<file path="src/rtl/morse_symbol_decoder.sv">
// morse_symbol_decoder: assembles Morse symbol pulses into ASCII bytes behind a small FIFO
//   clk, rst_n                         clock, asynchronous active-low reset
//   dot, dash                          one-cycle symbol pulses
//   character_break, space, etx        one-cycle terminator pulses
//   out_data, out_valid, out_ready     decoded byte stream (FIFO head)
//   overflow                           one-cycle pulse, terminator event dropped for lack of space
//   busy                               accumulator holds a symbol or FIFO non-empty
module morse_symbol_decoder #(
    parameter int         FIFO_DEPTH   = 4,
    parameter logic [7:0] UNKNOWN_CHAR = 8'h3F
) (
    input  logic       clk,
    input  logic       rst_n,
    input  logic       dot,
    input  logic       dash,
    input  logic       character_break,
    input  logic       space,
    input  logic       etx,
    output logic [7:0] out_data,
    output logic       out_valid,
    input  logic       out_ready,
    output logic       overflow,
    output logic       busy
);
    localparam int PW = $clog2(FIFO_DEPTH);
    localparam int CW = PW + 1;

    logic [5:0]    code;
    logic [2:0]    len;
    logic          overlong;
    logic [7:0]    mem [FIFO_DEPTH];
    logic [PW-1:0] head, tail;
    logic [CW-1:0] count;
    logic          brk, sym, term, pending, fits, pop;
    logic [1:0]    need, push_n;
    logic [7:0]    ch, term_byte, byte0;

    // Code is stored first-symbol-in-bit-0 with dash=1; bits above len are always zero.
    function automatic logic [7:0] lookup(input logic [2:0] l, input logic [5:0] c);
        case ({l, c})
            {3'd2, 6'd2}:  lookup = 8'h41;
            {3'd4, 6'd1}:  lookup = 8'h42;
            {3'd4, 6'd5}:  lookup = 8'h43;
            {3'd3, 6'd1}:  lookup = 8'h44;
            {3'd1, 6'd0}:  lookup = 8'h45;
            {3'd4, 6'd4}:  lookup = 8'h46;
            {3'd3, 6'd3}:  lookup = 8'h47;
            {3'd4, 6'd0}:  lookup = 8'h48;
            {3'd2, 6'd0}:  lookup = 8'h49;
            {3'd4, 6'd14}: lookup = 8'h4A;
            {3'd3, 6'd5}:  lookup = 8'h4B;
            {3'd4, 6'd2}:  lookup = 8'h4C;
            {3'd2, 6'd3}:  lookup = 8'h4D;
            {3'd2, 6'd1}:  lookup = 8'h4E;
            {3'd3, 6'd7}:  lookup = 8'h4F;
            {3'd4, 6'd6}:  lookup = 8'h50;
            {3'd4, 6'd11}: lookup = 8'h51;
            {3'd3, 6'd2}:  lookup = 8'h52;
            {3'd3, 6'd0}:  lookup = 8'h53;
            {3'd1, 6'd1}:  lookup = 8'h54;
            {3'd3, 6'd4}:  lookup = 8'h55;
            {3'd4, 6'd8}:  lookup = 8'h56;
            {3'd3, 6'd6}:  lookup = 8'h57;
            {3'd4, 6'd9}:  lookup = 8'h58;
            {3'd4, 6'd13}: lookup = 8'h59;
            {3'd4, 6'd3}:  lookup = 8'h5A;
            {3'd5, 6'd31}: lookup = 8'h30;
            {3'd5, 6'd30}: lookup = 8'h31;
            {3'd5, 6'd28}: lookup = 8'h32;
            {3'd5, 6'd24}: lookup = 8'h33;
            {3'd5, 6'd16}: lookup = 8'h34;
            {3'd5, 6'd0}:  lookup = 8'h35;
            {3'd5, 6'd1}:  lookup = 8'h36;
            {3'd5, 6'd3}:  lookup = 8'h37;
            {3'd5, 6'd7}:  lookup = 8'h38;
            {3'd5, 6'd15}: lookup = 8'h39;
            default:       lookup = UNKNOWN_CHAR;
        endcase
    endfunction

    always_comb begin
        brk       = etx | space | character_break;
        term      = etx | space;
        sym       = (dot | dash) & ~brk;
        pending   = (len != 3'd0) | overlong;
        ch        = overlong ? UNKNOWN_CHAR : lookup(len, code);
        term_byte = etx ? 8'h03 : 8'h20;
        byte0     = pending ? ch : term_byte;
        need      = term ? 2'(pending) + 2'd1 : character_break ? 2'(pending) : 2'd0;
        // Free space is judged on the start-of-cycle count; a concurrent pop does not help.
        fits      = CW'(need) <= CW'(FIFO_DEPTH) - count;
        push_n    = fits ? need : 2'd0;
        pop       = out_valid & out_ready;
        out_valid = count != '0;
        out_data  = mem[head];
        busy      = pending | out_valid;
    end

    always_ff @(posedge clk or negedge rst_n) begin
        if (!rst_n) begin
            code     <= '0;
            len      <= '0;
            overlong <= 1'b0;
        end else if (brk) begin
            code     <= '0;
            len      <= '0;
            overlong <= 1'b0;
        end else if (sym && len == 3'd6) begin
            overlong <= 1'b1;
        end else if (sym) begin
            code <= code | (6'(dash) << len);
            len  <= len + 3'd1;
        end
    end

    always_ff @(posedge clk or negedge rst_n) begin
        if (!rst_n) begin
            for (int i = 0; i < FIFO_DEPTH; i++) mem[i] <= '0;
            head     <= '0;
            tail     <= '0;
            count    <= '0;
            overflow <= 1'b0;
        end else begin
            if (push_n != 2'd0) mem[tail] <= byte0;
            if (push_n == 2'd2) mem[tail + PW'(1)] <= term_byte;
            tail     <= tail + PW'(push_n);
            head     <= head + PW'(pop);
            count    <= count + CW'(push_n) - CW'(pop);
            overflow <= (need != 2'd0) & ~fits;
        end
    end
endmodule
</file>
<file path="config.mk">
export PLATFORM = sky130hd
export DESIGN_NAME = morse_symbol_decoder
export DESIGN_NICKNAME = d
export VERILOG_FILES = /design/src/rtl/morse_symbol_decoder.sv
export SDC_FILE = /design/constraint.sdc
export NUM_CORES = 1
export LEC_CHECK = 0
export CAP_MARGIN = 20
export CELL_PAD_IN_SITES_DETAIL_PLACEMENT = 1
export CELL_PAD_IN_SITES_GLOBAL_PLACEMENT = 1
export CORE_MARGIN = 2
export CORE_UTILIZATION = 27
export DETAILED_ROUTE_END_ITERATION = 7
export PLACE_DENSITY = 0.59
export RECOVER_POWER = 100
export SKIP_CTS_REPAIR_TIMING = 1
export SYNTH_ARGS = -nofsm -noshare
export SYNTH_HDL_FRONTEND = slang
export SYNTH_SLANG_ARGS = --single-unit
</file>
<file path="constraint.sdc">
create_clock -name clk -period 6.3 [get_ports clk]
set_input_delay 1.26 -clock clk [delete_from_list [all_inputs] [get_ports clk]]
set_output_delay 1.26 -clock clk [all_outputs]
set_load 0.01 [all_outputs]
</file>
==> results of run 1 <==
sequential cells by signal (all words and copies together) (netlist names):
| register | count |
|---|---|
| code | 6 |
| count | 3 |
| head | 2 |
| len | 3 |
| mem | 32 |
| overflow | 1 |
| overlong | 1 |
| tail | 2 |
worst register-to-register path, cell delays in order, from the launching register on:
cell	delay, ns
sky130_fd_sc_hd__dfrtp_1	0.48
sky130_fd_sc_hd__inv_1	0.15
sky130_fd_sc_hd__ha_1	0.37
sky130_fd_sc_hd__or3b_2	0.62
sky130_fd_sc_hd__o21a_1	0.24
sky130_fd_sc_hd__ha_1	0.28
sky130_fd_sc_hd__nand2_1	0.07
sky130_fd_sc_hd__o211a_1	0.15
sky130_fd_sc_hd__nor3_1	0.52
sky130_fd_sc_hd__inv_1	0.23
sky130_fd_sc_hd__ha_1	0.36
sky130_fd_sc_hd__fa_1	0.44
sky130_fd_sc_hd__xnor2_1	0.18
sky130_fd_sc_hd__xnor2_1	0.13
routing by layer:
metal | track usage | vias up | routed length, microns
met5 | 0 | - | 0
met4 | 0.04498 | 0 | 178
met3 | 0.02372 | 13 | 233
met2 | 0.2718 | 41 | 4805
met1 | 0.2079 | 1431 | 4647
li1 | - | 1389 | -
cell usage in the layout (no fill, tap or decap), types with 2 or more instances in the layout:
cell type and n:
sky130_fd_sc_hd__o21ai_0 14, sky130_fd_sc_hd__or3_1 5, sky130_fd_sc_hd__xnor2_1 7, sky130_fd_sc_hd__mux4_2 8, sky130_fd_sc_hd__a21oi_1 18, sky130_fd_sc_hd__a22o_1 4
sky130_fd_sc_hd__o31ai_1 2, sky130_fd_sc_hd__nor2b_1 9, sky130_fd_sc_hd__nor3b_1 2, sky130_fd_sc_hd__o21ai_1 2, sky130_fd_sc_hd__nand2_1 35, sky130_fd_sc_hd__nand4b_1 2
sky130_fd_sc_hd__inv_1 17, sky130_fd_sc_hd__and3_1 8, sky130_fd_sc_hd__or4_1 2, sky130_fd_sc_hd__nor4_1 4, sky130_fd_sc_hd__dfrtp_1 50, sky130_fd_sc_hd__clkdlybuf4s50_1 4
sky130_fd_sc_hd__a22oi_1 2, sky130_fd_sc_hd__nand2b_1 14, sky130_fd_sc_hd__o22ai_1 9, sky130_fd_sc_hd__nand4_1 2, sky130_fd_sc_hd__clkbuf_16 5, sky130_fd_sc_hd__ha_1 13
sky130_fd_sc_hd__a2bb2oi_1 4, sky130_fd_sc_hd__a31oi_1 5, sky130_fd_sc_hd__dlygate4sd3_1 13, sky130_fd_sc_hd__mux2i_1 4, sky130_fd_sc_hd__nand3_1 20, sky130_fd_sc_hd__a21o_1 3
sky130_fd_sc_hd__o211ai_1 12, sky130_fd_sc_hd__nor3_1 11, sky130_fd_sc_hd__nor2_1 46
area by class of cell:
class                   instances  area (sq um)
clock buffers                   5         125.1
clock inverters                 3         47.55
fillers                      1397          8230
inverters                      17         63.81
multi-input cells             291          1923
flip-flops and latches         50          1251
well taps                     147         183.9
repair buffers                 20         186.4
power groups by stage:
stage / clock network [mW] / logic (mW) / registers, mW
after global placement: 0 / 0.561 / 0.526
after floorplan: 0 / 0.434 / 0.465
after global routing: 0.341 / 0.629 / 0.539
after detailed placement: 0 / 0.587 / 0.530
after CTS: 0.332 / 0.589 / 0.524
final: 0.320 / 0.559 / 0.524
worst paths after layout:
kind,cells after the start,slack (ns),end
min,1,0.51,mem[31]$_DFF_PN0_
min reg2reg,1,0.51,mem[31]$_DFF_PN0_
max in group asynchronous,2,2.79,code[0]$_DFFE_PN0P_
max,12,1.56,count[2]$_DFF_PN0_
min in group asynchronous,2,1.94,head[0]$_DFF_PN0_
max reg2reg,13,2.01,count[2]$_DFF_PN0_
stage by stage:
step           area (sq um)  worst slack, ns    util
2_1_floorplan          3336            2.542       -
3_3_place_gp           3617            1.586  0.3011
3_5_place_dp           3617            1.489  0.3011
4_1_cts                3790            1.794  0.3155
5_1_grt                3781            1.209  0.3148
6_report               3781            1.564  0.3148
cells by family (layout without fill, tap and decap cells):
group | count (synthesis) | after routing | share of synthesized area
AO/OA/AOI/OAI | 86 | 86 | 0.1722
multiplexers | 12 | 12 | 0.06602
AND/OR/NAND/NOR | 171 | 171 | 0.2641
adder cells (fa/ha/maj) | 14 | 14 | 0.05477
buffers and inverters | 37 | 45 | 0.04689
XOR/XNOR | 8 | 8 | 0.02101
flip-flops | 50 | 50 | 0.3751
==> flow_summary.ini, run 1 <==
[run_status]
status = finished with violations
violated_checks = capacitance limit, slew limit

[floorplan]
die_x_microns = 115.2
io_pins = 19
core_sq_um = 12010
placement_rows = 40
initial_utilization = 0.2777
die_area_sq_um = 13260
die_height_microns = 115.2

[synthesis]
synth.cell_area_sq_um = 3336
post_synth_edffs = 0
synth.yosys.seq_area_share = 0.3751
synth_area_per_cell_sq_um = 8.825
synthesis.nets = 400
netlist_top_cells_count = sky130_fd_sc_hd__dfrtp_1, sky130_fd_sc_hd__nor2_1, sky130_fd_sc_hd__nand2_1, sky130_fd_sc_hd__nand3_1, sky130_fd_sc_hd__a21oi_1
synthesis.instances = 378
asyncSetResetFlopFracSynth = 1.000
yosys_warnings = 0
yosysUniqueCellTypes = 59
yosys.cell_count.top_type = sky130_fd_sc_hd__dfrtp_1
synth_top_cells_by_area = sky130_fd_sc_hd__dfrtp_1, sky130_fd_sc_hd__mux4_2, sky130_fd_sc_hd__nor2_1
yosysTopAreaCell = sky130_fd_sc_hd__dfrtp_1
yosys.area.top_type_share = 0.3751
synth-seq-cells = 50
synth_flop_cell = sky130_fd_sc_hd__dfrtp_1

[layout]
post_route_cells_drive_above_1_share = 0.06995
flow.area_growth_from_synthesis_pct = 13.35
nets = 407
post_layout_nonfiller_instances = 533
antenna_cells_inserted = 0

[worst_setup_path]
timing.critical_path.arrival_ns = 4.96
crit_buf_inv = 2
cp-startpoint = etx
path_delay_family = adder cells
cp.required_ns = 6.52
crit_path_max_incr_delay_ns = 0.73
crit_path_top_delay_cell = sky130_fd_sc_hd__dlygate4sd3_1
critical_path_class = in2reg
crit-reg2reg-launch = len[0]$_DFFE_PN0P_
end_kind = flop
cp_cell_sequence = dlygate4sd3_1, nor2_1, nor2_1, ha_1, nor2b_1, o211a_1, nor3_1, inv_1, ha_1, fa_1, xnor2_1, xnor2_1
path_max_fanout = 14
critical_path.startpoint_type = input pin

[timing]
finalCritPeriodShare = 0.7517
slew_violations = 51
worstMarginPinSlew_ns = 2.769
final_hold_slack_ns = 0.5100
max_freq_mhz = 211.1
setup_total_negative_slack_ns = 0
report.final.setup_viol = 0
rsz0062_at_grt = no
hold_viol_final = 0
clock_skew_ns = 0.004758
worst_slew_margin_rel = -0.8457
final_period_minus_worst_setup_slack_ns = 4.736

[hold_path]
min_from = mem[31]$_DFF_PN0_
min_path_type = reg2reg

[clocking]
clkSinkCount = 50
worst_skew_pair.late_latency_ns = 0.30
cts_root_buf = sky130_fd_sc_hd__clkbuf_16
cts_buffers = 5
htree_num_levels = 2
cts_clk_pin_slew_worst_paths_ns = 0.07
cts_buffer_depth = 2
cts_tree = built

[global_route]
tot_gr_track_use = 0.1585
antenna_found_initial = 0
grt_pass1_vias = 3090
grt_start_max_net_pins = 51
grt_overflow = 0
grt_pass1_wl_mm = 16.40

[power_and_ir_drop]
seqPwrFrac = 0.374
cell_area_power_density_nw_per_um2 = 371.0
post-layout-total-power_mw = 1.403
share_clk_of_total_power = 0.228
comb_power_share = 0.398
power.net_switching_mw = 0.5228
internal_power_mw = 0.8801
netSwitchingFraction = 0.3726
vdd.ir_drop.worst_mv = 0.1085
power.leakage_nw = 1.565

[placed_design]
hpwlAfterDp_mm = 7.213
placed_cells_incl_taps = 525
replace_congestion = 0.7649
port_buffers = 18

[route]
ant_nets = 0
route.vias.total = 2874
drc_errors = 0
drtPass1Iterations = 4
wl_per_cell_microns = 18.51
initial_drc_count = 131
vias_per_cell = 5.392
route.final.wire_length_mm = 9.864

[flow_run]
drv_cap = 1
Note: power is estimated with default switching activity, not from simulation.
==> inputs of run 2 (changes only) <==
==> constraint.sdc (replaced) <==
create_clock -name clk -period 4.86 [get_ports clk]
set_input_delay 0.972 -clock clk [delete_from_list [all_inputs] [get_ports clk]]
set_output_delay 0.972 -clock clk [all_outputs]
set_load 0.01 [all_outputs]
==> run 2 against run 1 <==
  * The flow still finishes with violations (capacitance limit, slew limit)
  * Count of clock-buffer cells in the layout unchanged
  * Final area increased by 0.13%
  * Combinational power increased by 30%
  * Worst setup slack got worse by 0.67 ns
  * Core utilization about the same
  * Sequential power increased by 30%
  * Sequential share of layout area about the same
  * Worst hold slack got worse by 0.0051 ns
  * Critical path type unchanged
  * Critical endpoint unchanged
  * Largest power group unchanged
  * Highest routed layer unchanged
==> flow_summary.ini, run 2 (synthesis gave the netlist of run 1 again) <==
[run_status]
status = finished with violations
violated_checks = capacitance limit, slew limit

[clocking]
clkSinkCount = 50
cts_buffer_depth = 2
cts_clk_pin_slew_worst_paths_ns = 0.07
cts_buffers = 5
htree_num_levels = 2
cts_root_buf = sky130_fd_sc_hd__clkbuf_16
cts_tree = built
worst_skew_pair.late_latency_ns = 0.30

[timing]
worstMarginPinSlew_ns = 2.754
finalCritPeriodShare = 0.8159
final_period_minus_worst_setup_slack_ns = 3.965
report.final.setup_viol = 0
worst_slew_margin_rel = -0.8358
rsz0062_at_grt = no
slew_violations = 51
max_freq_mhz = 252.2
hold_viol_final = 0
setup_total_negative_slack_ns = 0
clock_skew_ns = 0.01056

[global_route]
grt_start_max_net_pins = 51
grt_pass1_vias = 3032
antenna_found_initial = 0
grt_overflow = 0
grt_pass1_wl_mm = 16.73
tot_gr_track_use = 0.1609

[placed_design]
placed_cell_area_sq_um = 3625
hpwlAfterDp_mm = 7.145
replace_congestion = 0.7769
port_buffers = 18

[worst_setup_path]
crit_buf_inv = 2
critical_path.startpoint_type = input pin
path_max_fanout = 6
path_delay_family = adder cells
critical_path_class = in2reg
cp_cell_sequence = dlygate4sd3_1, nor2_1, nor2_1, ha_1, nor2b_1, o211a_1, nor3_2, inv_1, ha_1, fa_1, xnor2_1, xnor2_1
cp.required_ns = 5.08
crit_path_max_incr_delay_ns = 0.55
crit_path_top_delay_cell = sky130_fd_sc_hd__dlygate4sd3_1
end_kind = flop
timing.critical_path.arrival_ns = 4.18

[layout]
largest_reg_flops = 32
fill_cells = 1426
nets = 408
antenna_cells_inserted = 0
seq_area_sq_um = 1251
post_route_cells_drive_above_1_share = 0.06977
layout.cell_area.non_filler_sq_um = 3786
biggestRegsByFlops = mem: 32 flops, code: 6 flops
flow.area_growth_from_synthesis_pct = 13.50
final_common_cell = sky130_fd_sc_hd__dfrtp_1
multi_input_combinational_cell_area_sq_um = 1928
max_flop_register = mem
layout.cells.most_common_list = sky130_fd_sc_hd__dfrtp_1, sky130_fd_sc_hd__nor2_1, sky130_fd_sc_hd__nand2_1

[floorplan]
placement_rows = 40
core_sq_um = 12010
die_height_microns = 115.2
die_area_sq_um = 13260
die_x_microns = 115.2
initial_utilization = 0.2777
io_pins = 19

[hold_path]
min_path_type = reg2reg

[route]
drc_errors = 0
drtPass1Iterations = 4
initial_drc_count = 139
route.final.wire_length_mm = 9.810
ant_nets = 0
wl_per_cell_microns = 18.37
vias_per_cell = 5.358
route.vias.total = 2861

[flow_run]
drv_cap = 1

[power_and_ir_drop]
power.leakage_nw = 1.566
vdd.ir_drop.worst_mv = 0.1428
cell_area_power_density_nw_per_um2 = 481.5
## run 2: changes by cell type in the layout (fill, tap and decap cells not counted)
cell	delta
sky130_fd_sc_hd__dlygate4sd3_1	-1
sky130_fd_sc_hd__clkdlybuf4s50_1	+1
sky130_fd_sc_hd__buf_4	-1
sky130_fd_sc_hd__clkbuf_1	+2
sky130_fd_sc_hd__nor3_2	+1
sky130_fd_sc_hd__nor3_1	-1
## run 2: final timing paths
kind	start	endpoint	slack, ns	cells past startpoint
worst min register to register	mem[19]$_DFF_PN0_	mem[19]$_DFF_PN0_	0.50	1
worst max-delay path	etx	count[2]$_DFF_PN0_	0.89	12
worst min-delay path	mem[19]$_DFF_PN0_	mem[19]$_DFF_PN0_	0.50	1
min in group asynchronous	rst_n	head[1]$_DFF_PN0_	1.65	2
max in group asynchronous	rst_n	code[1]$_DFFE_PN0P_	1.65	2
worst max register to register	len[0]$_DFFE_PN0P_	count[2]$_DFF_PN0_	0.90	13
## run 2: final cells by class
| cell class | instances | share of cell area |
|---|---|---|
| Tap cell | 147 | 0.04858 |
| Timing Repair Buffer | 21 | 0.04924 |
| Clock buffer | 5 | 0.03305 |
| Clock inverter | 3 | 0.01256 |
| Sequential cell | 50 | 0.3305 |
| Inverter | 17 | 0.01685 |
| Multi-Input combinational cell | 291 | 0.5093 |
## run 2: power by group
part	internal, mW	switching [mW]	total [mW]
Sequential	0.551	0.130	0.681
Clock	0.246	0.167	0.413
Combinational	0.348	0.381	0.729
## run 2: per-layer routing
metal  GRT usage  part of all wire
met5           0                 0
met4     0.02731            0.0066
met3     0.02372             0.021
met2      0.2741              0.48
met1      0.2203              0.49
## run 2: stage by stage
stage	std cells	hold slack, ns	utilization	setup slack, ns	total power, mW
3_3_place_gp	526	0.4817	0.3018	0.8043	1.414
5_1_grt	534	0.5297	0.3152	0.5392	1.968
4_1_cts	534	0.5064	0.3161	0.8686	1.875
2_1_floorplan	378	0.4608	-	1.230	1.165
3_5_place_dp	526	0.4838	0.3018	0.6896	1.454
6_report	534	0.5049	0.3152	0.8947	1.823
==> inputs of run 3 (changes only) <==
--- a/config.mk
+++ b/config.mk
@@ -11,7 +11,7 @@
 export CORE_MARGIN = 2
 export CORE_UTILIZATION = 27
 export DETAILED_ROUTE_END_ITERATION = 7
-export PLACE_DENSITY = 0.59
+export PLACE_DENSITY = 0.6
 export RECOVER_POWER = 100
 export SKIP_CTS_REPAIR_TIMING = 1
 export SYNTH_ARGS = -nofsm -noshare
==> constraint.sdc (replaced) <==
create_clock -name clk -period 3.3 [get_ports clk]
set_input_delay 0.66 -clock clk [delete_from_list [all_inputs] [get_ports clk]]
set_output_delay 0.66 -clock clk [all_outputs]
set_load 0.01 [all_outputs]
==> run 3 against run 2 <==
  * The run now ends clean
  * Via count up 4.1%
  * Critical path depth rose by 4
  * Sequential share of layout area decreased by 2.0 points
  * Clock power up 47%
  * Final area is 6.7% higher
  * Final cell count rose by 5.4%
  * First-iteration DRC count rose by 0.72%
  * Clock skew down 0.0035 ns
  * Non-clock buffer count is 29 higher
  * Largest cell class unchanged
==> flow_summary.ini, run 3 (synthesis gave the netlist of run 1 again) <==
[run_status]
status = finished clean

[route]
ant_nets = 0
wl_per_cell_microns = 17.63
drc_errors = 0
vias_per_cell = 5.291
route.vias.total = 2979
initial_drc_count = 140
route.final.wire_length_mm = 9.927
drtPass1Iterations = 4

[floorplan]
die_height_microns = 115.2
initial_utilization = 0.2777
io_pins = 19
core_sq_um = 12010
placement_rows = 40
die_x_microns = 115.2
die_area_sq_um = 13260

[timing]
finalCritPeriodShare = 0.9396
worst_slew_margin_rel = 0.1838
slew_violations = 0
report.final.setup_viol = 0
worstMarginPinSlew_ns = 1.224
hold_viol_final = 0
clock_skew_ns = 0.007040
final_period_minus_worst_setup_slack_ns = 3.101
max_freq_mhz = 322.5
rsz0062_at_grt = no

[worst_setup_path]
critical_path_class = reg2reg
critical_path.startpoint_type = flop
path_max_fanout = 7
cp.required_ns = 3.52
end_kind = flop
timing.critical_path.arrival_ns = 3.32

[clocking]
cts_clk_pin_slew_worst_paths_ns = 0.07
htree_num_levels = 2
worst_skew_pair.late_latency_ns = 0.30
cts_tree = built
cts_buffer_depth = 2
clkSinkCount = 50
cts_buffers = 5
cts_root_buf = sky130_fd_sc_hd__clkbuf_16

[power_and_ir_drop]
cell_area_power_density_nw_per_um2 = 695.5
post-layout-total-power_mw = 2.809
vdd.ir_drop.worst_mv = 0.2289
power.leakage_nw = 1.699

[layout]
layout.cells.most_common_list = sky130_fd_sc_hd__dfrtp_1, sky130_fd_sc_hd__nor2_1, sky130_fd_sc_hd__nand2_1
largest_reg_flops = 32
final_common_cell = sky130_fd_sc_hd__dfrtp_1
flow.area_growth_from_synthesis_pct = 21.08
antenna_cells_inserted = 0
post_route_cells_drive_above_1_share = 0.1466
final_util = 0.3363
max_flop_register = mem
biggestRegsByFlops = mem: 32 flops, code: 6 flops
nets = 437

[placed_design]
hpwlAfterDp_mm = 7.534
port_buffers = 18
replace_congestion = 0.8255

[global_route]
antenna_found_initial = 0
grt_pass1_vias = 3099
grt_overflow = 0
grt_start_max_net_pins = 30
grt_pass1_wl_mm = 16.71
tot_gr_track_use = 0.1589

[flow_run]
drv_cap = 0

[hold_path]
min_path_type = reg2reg
==> run 3: final timing paths <==
| path | cells after the start | slack (ns) | startpoint | endpoint |
|---|---|---|---|---|
| max | 16 | 0.20 | len[0]$_DFFE_PN0P_ | count[2]$_DFF_PN0_ |
| min | 2 | 0.50 | mem[18]$_DFF_PN0_ | mem[18]$_DFF_PN0_ |
| max reg2reg | 16 | 0.20 | len[0]$_DFFE_PN0P_ | count[2]$_DFF_PN0_ |
| min reg2reg | 2 | 0.50 | mem[18]$_DFF_PN0_ | mem[18]$_DFF_PN0_ |
| max in group asynchronous | 2 | 1.35 | rst_n | mem[13]$_DFF_PN0_ |
| min in group asynchronous | 1 | 0.60 | rst_n | head[1]$_DFF_PN0_ |
==> run 3: worst max-delay path, cell delays in order, from the launching register on <==
cell	delay (ns)
sky130_fd_sc_hd__dfrtp_2	0.41
sky130_fd_sc_hd__inv_2	0.08
sky130_fd_sc_hd__ha_4	0.17
sky130_fd_sc_hd__or3b_4	0.41
sky130_fd_sc_hd__nand3_1	0.10
sky130_fd_sc_hd__o21a_1	0.14
sky130_fd_sc_hd__ha_1	0.14
sky130_fd_sc_hd__nor2b_1	0.05
sky130_fd_sc_hd__o211ai_1	0.23
sky130_fd_sc_hd__nand2b_1	0.12
sky130_fd_sc_hd__ha_1	0.28
sky130_fd_sc_hd__inv_1	0.06
sky130_fd_sc_hd__ha_1	0.13
sky130_fd_sc_hd__inv_1	0.05
sky130_fd_sc_hd__fa_2	0.33
sky130_fd_sc_hd__xnor2_1	0.19
sky130_fd_sc_hd__xnor2_1	0.14
==> run 3: metrics by stage <==
step	instance area (sq um)	worst slack (ns)	TNS, ns	hold slack (ns)	std cells
5_1_grt	4039	0.01803	0	0.5308	563
4_1_cts	4018	0.08882	0	0.3489	558
6_report	4039	0.1993	0	0.5048	563
3_3_place_gp	3845	-0.03291	-0.03291	0.4895	550
2_1_floorplan	3386	0.06381	0	0.3644	378
3_5_place_dp	3845	-0.1983	-0.2767	0.4927	550
==> run 3: power breakdown <==
group	internal (mW)	total, mW	switching, mW
clock	0.362	0.606	0.244
sequential	0.811	1.00	0.193
combinational	0.612	1.20	0.587
==> run 3: final cells by class <==
class	instances	area (sq um)
Multi-Input combinational cell	291	1977
Fill cell	1425	7973
Clock buffer	5	125.1
Sequential cell	50	1252
Tap cell	147	183.9
Inverter	17	63.81
Clock inverter	3	47.55
Timing Repair Buffer	50	389.1
==> run 3: metal layers <==
| metal | wire (microns) | vias to the layer above | track usage |
|---|---|---|---|
| met3 | 231 | 7 | 0.02372 |
| li1 | - | 1436 | - |
| met1 | 4616 | 1502 | 0.2083 |
| met5 | 0 | - | 0 |
| met4 | 51 | 0 | 0.02490 |
| met2 | 5027 | 34 | 0.2827 |
